[src/rtl/mc_control_fsm.sv]
// rtl/mc_control_fsm.sv - multi-cycle RV32 main control FSM with retired-instruction counter
module mc_control_fsm #(
    parameter int CNT_W = 32
) (
    input  logic             clk,
    input  logic             rst_n,
    input  logic [6:0]       op,
    input  logic [2:0]       funct3,
    input  logic             funct7b5,
    input  logic             zero,
    input  logic             mem_ready,
    output logic             mem_req,
    output logic             memWrite,
    output logic             irWrite,
    output logic             pcWrite,
    output logic             regWrite,
    output logic             adrSrc,
    output logic [1:0]       aluSrcA,
    output logic [1:0]       aluSrcB,
    output logic [1:0]       resultSrc,
    output logic [2:0]       immSrc,
    output logic [2:0]       aluControl,
    output logic             illegal,
    output logic             retire,
    output logic [CNT_W-1:0] retired_cnt
);

    localparam logic [6:0] OP_LOAD  = 7'b0000011;
    localparam logic [6:0] OP_STORE = 7'b0100011;
    localparam logic [6:0] OP_R     = 7'b0110011;
    localparam logic [6:0] OP_I     = 7'b0010011;
    localparam logic [6:0] OP_BR    = 7'b1100011;
    localparam logic [6:0] OP_JAL   = 7'b1101111;
    localparam logic [6:0] OP_LUI   = 7'b0110111;

    typedef enum logic [3:0] {
        S_FETCH, S_DECODE, S_MEMADR, S_MEMREAD, S_MEMWRITE, S_MEMWB,
        S_EXECUTER, S_EXECUTEI, S_ALUWB, S_BRANCH, S_JAL, S_LUI, S_ILLEGAL
    } state_t;

    state_t           state_q, state_d, decode_d;
    logic [CNT_W-1:0] retired_cnt_q;

    logic       mem_req_c, mem_write_c, ir_write_c, pc_write_c, reg_write_c;
    logic       adr_src_c, illegal_c, retire_c;
    logic [1:0] src_a_c, src_b_c, result_src_c;
    logic [2:0] imm_src_c, alu_ctrl_c, alu_fn;
    logic       alu_funct3_bad;

    // Immediate format follows the opcode in every state so the extender is always ready.
    always_comb begin
        imm_src_c = 3'b000;
        case (op)
            OP_STORE: imm_src_c = 3'b001;
            OP_BR:    imm_src_c = 3'b010;
            OP_JAL:   imm_src_c = 3'b011;
            OP_LUI:   imm_src_c = 3'b100;
            default:  imm_src_c = 3'b000;
        endcase
    end

    // ALU operation for the execute states; sub only for R-type with funct7b5.
    always_comb begin
        alu_fn = 3'b000;
        case (funct3)
            3'b000:  alu_fn = (op == OP_R && funct7b5) ? 3'b001 : 3'b000;
            3'b010:  alu_fn = 3'b101;
            3'b100:  alu_fn = 3'b100;
            3'b110:  alu_fn = 3'b011;
            3'b111:  alu_fn = 3'b010;
            default: alu_fn = 3'b000;
        endcase
    end

    // Legality check and dispatch target chosen while in DECODE.
    always_comb begin
        alu_funct3_bad = (funct3 == 3'b001) || (funct3 == 3'b011) || (funct3 == 3'b101);
        decode_d = S_ILLEGAL;
        case (op)
            OP_LOAD, OP_STORE: decode_d = (funct3 == 3'b010) ? S_MEMADR : S_ILLEGAL;
            OP_R:    decode_d = (alu_funct3_bad || (funct7b5 && funct3 != 3'b000))
                                ? S_ILLEGAL : S_EXECUTER;
            OP_I:    decode_d = alu_funct3_bad ? S_ILLEGAL : S_EXECUTEI;
            OP_BR:   decode_d = (funct3 == 3'b000 || funct3 == 3'b001) ? S_BRANCH : S_ILLEGAL;
            OP_JAL:  decode_d = S_JAL;
            OP_LUI:  decode_d = S_LUI;
            default: decode_d = S_ILLEGAL;
        endcase
    end

    // Per-state control outputs and next state; anything not set here stays 0.
    always_comb begin
        state_d      = state_q;
        mem_req_c    = 1'b0;
        mem_write_c  = 1'b0;
        ir_write_c   = 1'b0;
        pc_write_c   = 1'b0;
        reg_write_c  = 1'b0;
        adr_src_c    = 1'b0;
        illegal_c    = 1'b0;
        retire_c     = 1'b0;
        src_a_c      = 2'b00;
        src_b_c      = 2'b00;
        result_src_c = 2'b00;
        alu_ctrl_c   = 3'b000;
        case (state_q)
            S_FETCH: begin
                mem_req_c    = 1'b1;
                src_b_c      = 2'b10;
                result_src_c = 2'b10;
                if (mem_ready) begin
                    ir_write_c = 1'b1;
                    pc_write_c = 1'b1;
                    state_d    = S_DECODE;
                end
            end
            S_DECODE: begin
                src_a_c = 2'b01;
                src_b_c = 2'b01;
                state_d = decode_d;
            end
            S_MEMADR: begin
                src_a_c = 2'b10;
                src_b_c = 2'b01;
                state_d = (op == OP_STORE) ? S_MEMWRITE : S_MEMREAD;
            end
            S_MEMREAD: begin
                mem_req_c = 1'b1;
                adr_src_c = 1'b1;
                if (mem_ready) state_d = S_MEMWB;
            end
            S_MEMWRITE: begin
                mem_req_c   = 1'b1;
                mem_write_c = 1'b1;
                adr_src_c   = 1'b1;
                if (mem_ready) begin
                    retire_c = 1'b1;
                    state_d  = S_FETCH;
                end
            end
            S_MEMWB: begin
                result_src_c = 2'b01;
                reg_write_c  = 1'b1;
                retire_c     = 1'b1;
                state_d      = S_FETCH;
            end
            S_EXECUTER: begin
                src_a_c    = 2'b10;
                alu_ctrl_c = alu_fn;
                state_d    = S_ALUWB;
            end
            S_EXECUTEI: begin
                src_a_c    = 2'b10;
                src_b_c    = 2'b01;
                alu_ctrl_c = alu_fn;
                state_d    = S_ALUWB;
            end
            S_ALUWB: begin
                reg_write_c = 1'b1;
                retire_c    = 1'b1;
                state_d     = S_FETCH;
            end
            S_BRANCH: begin
                src_a_c    = 2'b10;
                alu_ctrl_c = 3'b001;
                pc_write_c = ((funct3 == 3'b000) && zero) || ((funct3 == 3'b001) && !zero);
                retire_c   = 1'b1;
                state_d    = S_FETCH;
            end
            S_JAL: begin
                src_a_c    = 2'b01;
                src_b_c    = 2'b10;
                pc_write_c = 1'b1;
                state_d    = S_ALUWB;
            end
            S_LUI: begin
                result_src_c = 2'b11;
                reg_write_c  = 1'b1;
                retire_c     = 1'b1;
                state_d      = S_FETCH;
            end
            S_ILLEGAL: begin
                illegal_c = 1'b1;
            end
            default: state_d = S_ILLEGAL;
        endcase
    end

    // State register and retired-instruction counter; counter wraps naturally.
    always_ff @(posedge clk or negedge rst_n) begin
        if (!rst_n) begin
            state_q       <= S_FETCH;
            retired_cnt_q <= '0;
        end else begin
            state_q <= state_d;
            if (retire_c) retired_cnt_q <= retired_cnt_q + CNT_W'(1);
        end
    end

    // Reset gates every control output low so an interrupted access stops immediately.
    assign mem_req     = rst_n & mem_req_c;
    assign memWrite    = rst_n & mem_write_c;
    assign irWrite     = rst_n & ir_write_c;
    assign pcWrite     = rst_n & pc_write_c;
    assign regWrite    = rst_n & reg_write_c;
    assign adrSrc      = rst_n & adr_src_c;
    assign illegal     = rst_n & illegal_c;
    assign retire      = rst_n & retire_c;
    assign aluSrcA     = rst_n ? src_a_c      : 2'b00;
    assign aluSrcB     = rst_n ? src_b_c      : 2'b00;
    assign resultSrc   = rst_n ? result_src_c : 2'b00;
    assign immSrc      = rst_n ? imm_src_c    : 3'b000;
    assign aluControl  = rst_n ? alu_ctrl_c   : 3'b000;
    assign retired_cnt = retired_cnt_q;

endmodule

[config.mk]
export PLATFORM = sky130hd
export DESIGN_NAME = mc_control_fsm
export DESIGN_NICKNAME = d
export VERILOG_FILES = /design/src/rtl/mc_control_fsm.sv
export SDC_FILE = /design/constraint.sdc
export NUM_CORES = 1
export LEC_CHECK = 0
export ABC_AREA = 0
export BUFFER_PORTS_ARGS = -buffer_cell sky130_fd_sc_hd__clkbuf_2
export CORE_MARGIN = 1
export CORE_UTILIZATION = 56
export DETAILED_ROUTE_END_ITERATION = 8
export GPL_ROUTABILITY_DRIVEN = 0
export GPL_TIMING_DRIVEN = 0
export PLACE_DENSITY_LB_ADDON = 0.1
export SYNTH_ARGS = -nofsm -noshare
export SYNTH_HDL_FRONTEND = slang
export SYNTH_SLANG_ARGS = --single-unit
export TNS_END_PERCENT = 1
[constraint.sdc]
create_clock -name clk -period 2.57 [get_ports clk]
set_input_delay 0.257 -clock clk [delete_from_list [all_inputs] [get_ports clk]]
set_output_delay 0.257 -clock clk [all_outputs]
set_load 0.01 [all_outputs]
=== Yosys cells after proc, flatten, opt, wreduce, memory -nomap -nowiden ===
Index checks and enable logic that the tools add are counted.

* $add $sub $neg: 1
* Multipliers: 0
* Div/mod/pow operators: 0
* Magnitude comparators: 0
* Equality and inequality tests: 29
* Shifts and indexed selects: 0
* Muxes and demuxes: 31
* Bitwise operators: 9
* Reduce and logical (&&, ||, !) cells: 25

{| class="wikitable"
|+ Operators with widths
! kind !! number
|-
| $add A32 B1 Y32 const B || 1
|-
| $pmux W4 S8 || 1
|-
| $mux W4 || 6
|-
| $pmux W4 S6 || 1
|-
| $eq A7 B6 Y1 const B || 3
|-
| $eq A4 B4 Y1 const B || 5
|-
| $eq A4 B3 Y1 const B || 4
|-
| $pmux W3 S5 || 1
|-
| $eq A7 B7 Y1 const B || 2
|-
| $eq A3 B3 Y1 const B || 4
|-
| $mux W3 || 4
|-
| $pmux W3 S4 || 1
|-
| $reduce_or A3 Y1 || 4
|-
| $reduce_or A2 Y1 || 5
|-
| $and A1 B1 Y1 || 8
|-
| $eq A4 B2 Y1 const B || 2
|-
| $mux W1 || 8
|-
| $pmux W2 S2 || 2
|-
| $reduce_or A4 Y1 || 2
|-
| $eq A7 B2 Y1 const B || 1
|-
| $eq A7 B5 Y1 const B || 1
|-
| $eq A3 B2 Y1 const B || 2
|-
| $mux W2 || 3
|-
| $ne A2 B2 Y1 const B || 3
|-
| other kinds (14) || 21
|}

* Flip-flop bits (word level): 36
* Bits in latches: 0
* Memory bits (writable): 0
* Memory bits (read-only): 0
* Output and inout bits: 52
* Memories: 0

=== Logic depth before layout (Yosys ltp) ===
* Word-level depth: 7
* Gate-level depth with buffers: 7
* Gate-level depth less buffers: 5

=== Worst setup path before layout ===
OpenSTA, ideal clock, no wires.

* Path kind: reg2reg
* Start: register state_q[1]
* End: register retired_cnt_q[11] (netlist: retired_cnt[11])
* Data arrival time: 1.652 ns
* Data required time: 2.491 ns
* Setup slack: 0.839 ns
* Cell stages (with the launch flop): 8
* Buffers on the path: 2
* Cells stage by stage: dfrtp_1 buf_6 or3b_1 o22ai_2 buf_6 nand3_4 nor4_4 xor2_1

* Longest elaborated chain between the ends: 3

{| class="wikitable"
|+ Ends and longest elaborated chain
! element !! RTL line !! text
|-
| from (decl) || 41 || <nowiki>state_t state_q, state_d, decode_d;</nowiki>
|-
| from (signal assigned) || 195 || <nowiki>state_q <= state_d;</nowiki>
|-
| $eq A4 B4 Y1 or $eq A4 B3 Y1 (tied branches) || 106 || <nowiki>case (state_q)</nowiki>
|-
| $reduce_or A4 Y1 (no line) || -- ||
|-
| $pmux W1 S2 * || 106 ||
|-
| to (signal assigned) || 196 || <nowiki>if (retire_c) retired_cnt_q <= retired_cnt_q + CNT_W'(1);</nowiki>
|-
| to (decl) || 42 || <nowiki>logic [CNT_W-1:0] retired_cnt_q;</nowiki>
|}

Every way passes the cells marked *; elsewhere a longest branch is shown, timed or not.
A chain may end at the register's enable or synchronous reset.

=== Worst setup path after layout ===
* Start: input port rst_n
* End: output port aluControl[0]

* Longest elaborated chain between the ends: 1

{| class="wikitable"
|+ Ends and longest elaborated chain
! element !! RTL line !! text
|-
| from (decl) || 6 || <nowiki>input logic rst_n,</nowiki>
|-
| $mux W3 || 213 || <nowiki>assign aluControl = rst_n ? alu_ctrl_c : 3'b000;</nowiki>
|-
| to (decl) || 22 || <nowiki>output logic [2:0] aluControl,</nowiki>
|}

Every way passes these cells.

==> results.cfg <==
[status]
status = completed

[clock_network]
cts-hold-fix-buffers = 0
post_cts_resized = 0
clk_pin_slew_worst_paths_ns = 0.07
cts_tree = built
cts.path.max_buffers = 2
cts_setup_buffers = 0
cts-buffers-inserted = 5
clock_latency_ns = 0.29
cts.htree.levels = 2
cts.sinks = 36
clockRootBuffer = clkbuf_8

[timing]
fin_crit_ns = 2.275
setup_tns_ns = 0
fmax_mhz = 439.7
period_share = 0.8850
setup_violations = 0
worstMarginPinSlew_ns = 0.8811
finalHoldViolCount = 0
skew_ns = 0.004710
slew_viol_final = 0
relSlewSlack = 0.4126
rsz0062_at_grt = no

[drt]
dr.pass1.iters = 4
viasPerCell = 5.592
num_vias = 2181
routed_wl_mm = 5.209
route.detailed.drc = 0
wl_per_cell_um = 13.36
ant_nets = 0
drtIter0Drc = 163

[yosys]
synth_top_area_share = 0.3812
synth.area.top_cells = dfrtp_1 (38%), xnor2_1 (7.8%), xor2_1 (5.9%), nor2_1 (4.8%), nand2_1 (4.0%)
synthMuxAreaShare = 0.008999
ys_types = 48
synth_xor_area_frac = 0.1371
async_flop_share = 1.000
syn_area_um2 = 2364
synth_fp_nets = 286
ys.flop_type = dfrtp_1
synthSimpleGateAreaFrac = 0.3303
synth_top_family_by_area = simple AND/OR/NAND/NOR gates
synth_area_leader_cell = dfrtp_1
synth_cells = 270
synth-adder-area-share = 0.005294
ys_seq_elements = 36
synth-compound-area-share = 0.09741
synth_edf_count = 0
yosys_warnings = 0
synth_seq_area_share = 0.3812
syn_area_per_cell_um2 = 8.754

[global_route]
grt_pass1_vias = 1874
grt_first_pass_wirelength_mm = 8.535
antenna_found_initial = 0
grt_max_degree = 38
grt-ovfl-total = 0
grt_usage = 0.2486

[die]
die-width_um = 66.97
core_area_um2 = 4029
die_area_um2 = 4484
rows = 23
start_util = 0.5866
io_pins = 67
die_y_um = 66.97

[critical_path]
end_kind = output port
cp_max_fo = 37
worst_ep_arrival_time_ns = 2.02
cp.required_ns = 2.31
critPathKind = in -> out
r2r_cells = 7
start_kind = input port

[layout]
fillers = 353
nets = 355
fin_area_um2 = 2829
drive_gt1_frac = 0.2441
area_delta_synth_final_pct = 19.69
n_antenna_cell = 0

[placement]
placed_area_um2 = 2736
io_buffers = 62
dp_hpwl_mm = 3.800

[pwr]
p_seq_frac = 0.543
power.leakage_nw = 1.363
switching_share = 0.2325
p_per_area_nw_per_um2 = 368.7
clkPwrFrac = 0.396
combPwrFrac = 0.061
internal-power_w = 0.0008006
switchingPower_w = 0.0002425
ir_worst_vdd_uv = 289.6

[worst_hold_path]
hp-class = in -> async

[flow_run]
drv_cap = 0
[critical path, cell delays in order]
cell and delay [ns]:
clkbuf_2 0.66, clkbuf_1 0.45, nand2b_1 0.22, nor2_1 0.13
nand2_1 0.06, o31ai_1 0.08, clkbuf_2 0.16
[cell type report]
type	instances	area [um^2]	area share
Clock buffer	6	82.58	0.02919
Buffer	14	71.32	0.02521
Sequential cell	36	900.9	0.3184
Timing Repair Buffer	62	310.3	0.1097
Tap cell	50	62.56	0.02211
Inverter	6	22.52	0.007961
Clock inverter	2	10.01	0.003538
Multi-Input combinational cell	214	1369	0.4839
[path summary, 6_finish.rpt]
kind | start | end | slack, ns
worst max-delay path | rst_n | aluControl[0] | 0.30
worst min-delay path | rst_n | retired_cnt[8] | 0.07
worst max register to register | state_q[1] | retired_cnt[10] | 0.65
worst min register to register | retired_cnt[29] | retired_cnt[29] | 0.48
max in group asynchronous | rst_n | retired_cnt[20] | 1.95
min in group clk | mem_ready | state_q[2] | 0.39
[cell usage after synthesis (2+ instances only)]
cell and count:
or3b_1 2, dfrtp_1 36, and2_1 4, nand3_1 16, o21ai_0 6, nand4_1 6
nor3b_1 2, nand3b_1 2, o31ai_1 2, clkbuf_1 11, a21oi_1 10, xnor2_1 21
nand2b_1 9, nand2_1 25, inv_1 6, nor2_1 30, nor3_1 10, xor2_1 16
and3_1 12, and4_1 2, nor4_1 2, nand4_2 2, nor3_2 2, o22ai_1 3
a211oi_1 3, nand4b_1 2, buf_6 2, or3_1 4, a22oi_1 2, nor2b_1 2
[placed cells by master, fill, tap and decap left out, types with 3 or more instances in the layout]
cell / synthesis / layout
clkbuf_2: 0 / 62
dfrtp_1: 36 / 36
nor2_1: 30 / 30
nand2_1: 25 / 25
xnor2_1: 21 / 21
xor2_1: 16 / 16
nand3_1: 16 / 16
and3_1: 12 / 12
clkbuf_1: 11 / 11
nor3_1: 10 / 10
a21oi_1: 10 / 10
nand2b_1: 9 / 9
inv_1: 6 / 6
o21ai_0: 6 / 6
nand4_1: 6 / 6
clkbuf_8: 0 / 6
or3_1: 4 / 4
and2_1: 4 / 4
a211oi_1: 3 / 3
o22ai_1: 3 / 3
[registers in the layout (all words and copies together), names as in the netlist]
signal	cells
retired_cnt	32
state_q	4
[logic make-up (layout without fill, tap and decap cells)]
kind of cell / count (synthesis) / after routing
fa+ha+maj: 1 / 1
xor+xnor: 37 / 37
mux: 2 / 2
compound gates: 35 / 35
flops: 36 / 36
buf+inv: 20 / 90
simple gates: 139 / 139
[power groups by stage]
stage | registers, W | clock network [W] | logic [W]
2_1_floorplan | 0.000577 | 0 | 0.0000317
5_1_grt | 0.000566 | 0.000458 | 0.0000730
6_report | 0.000566 | 0.000413 | 0.0000640
3_5_place_dp | 0.000577 | 0 | 0.0000641
3_3_place_gp | 0.000577 | 0 | 0.0000629
4_1_cts | 0.000566 | 0.000424 | 0.0000644
[metrics by stage]
stage | cells | setup WS, ns | power [W] | utilization | hold WS [ns]
after global placement | 382 | 0.2334 | 0.0006401 | 0.6792 | 0.4157
after global routing | 390 | 0.01213 | 0.001097 | 0.7022 | 0.1405
after detailed placement | 382 | 0.2685 | 0.0006413 | 0.6792 | 0.4199
final | 390 | 0.2955 | 0.001043 | 0.7022 | 0.07481
after floorplan | 270 | 0.8388 | 0.0006091 | - | -0.03859
after CTS | 390 | 0.2582 | 0.001055 | 0.7022 | 0.1017
[metal layers]
metal / global-route usage / share of wire / vias to the layer above
met5: 0 / 0 / -
met4: 0.03989 / 0.0012 / 0
met3: 0.07192 / 0.065 / 2
li1: - / - / 1087
met2: 0.3902 / 0.46 / 90
met1: 0.3419 / 0.47 / 1002
No activity file was read; power rests on OpenSTA's default activity.
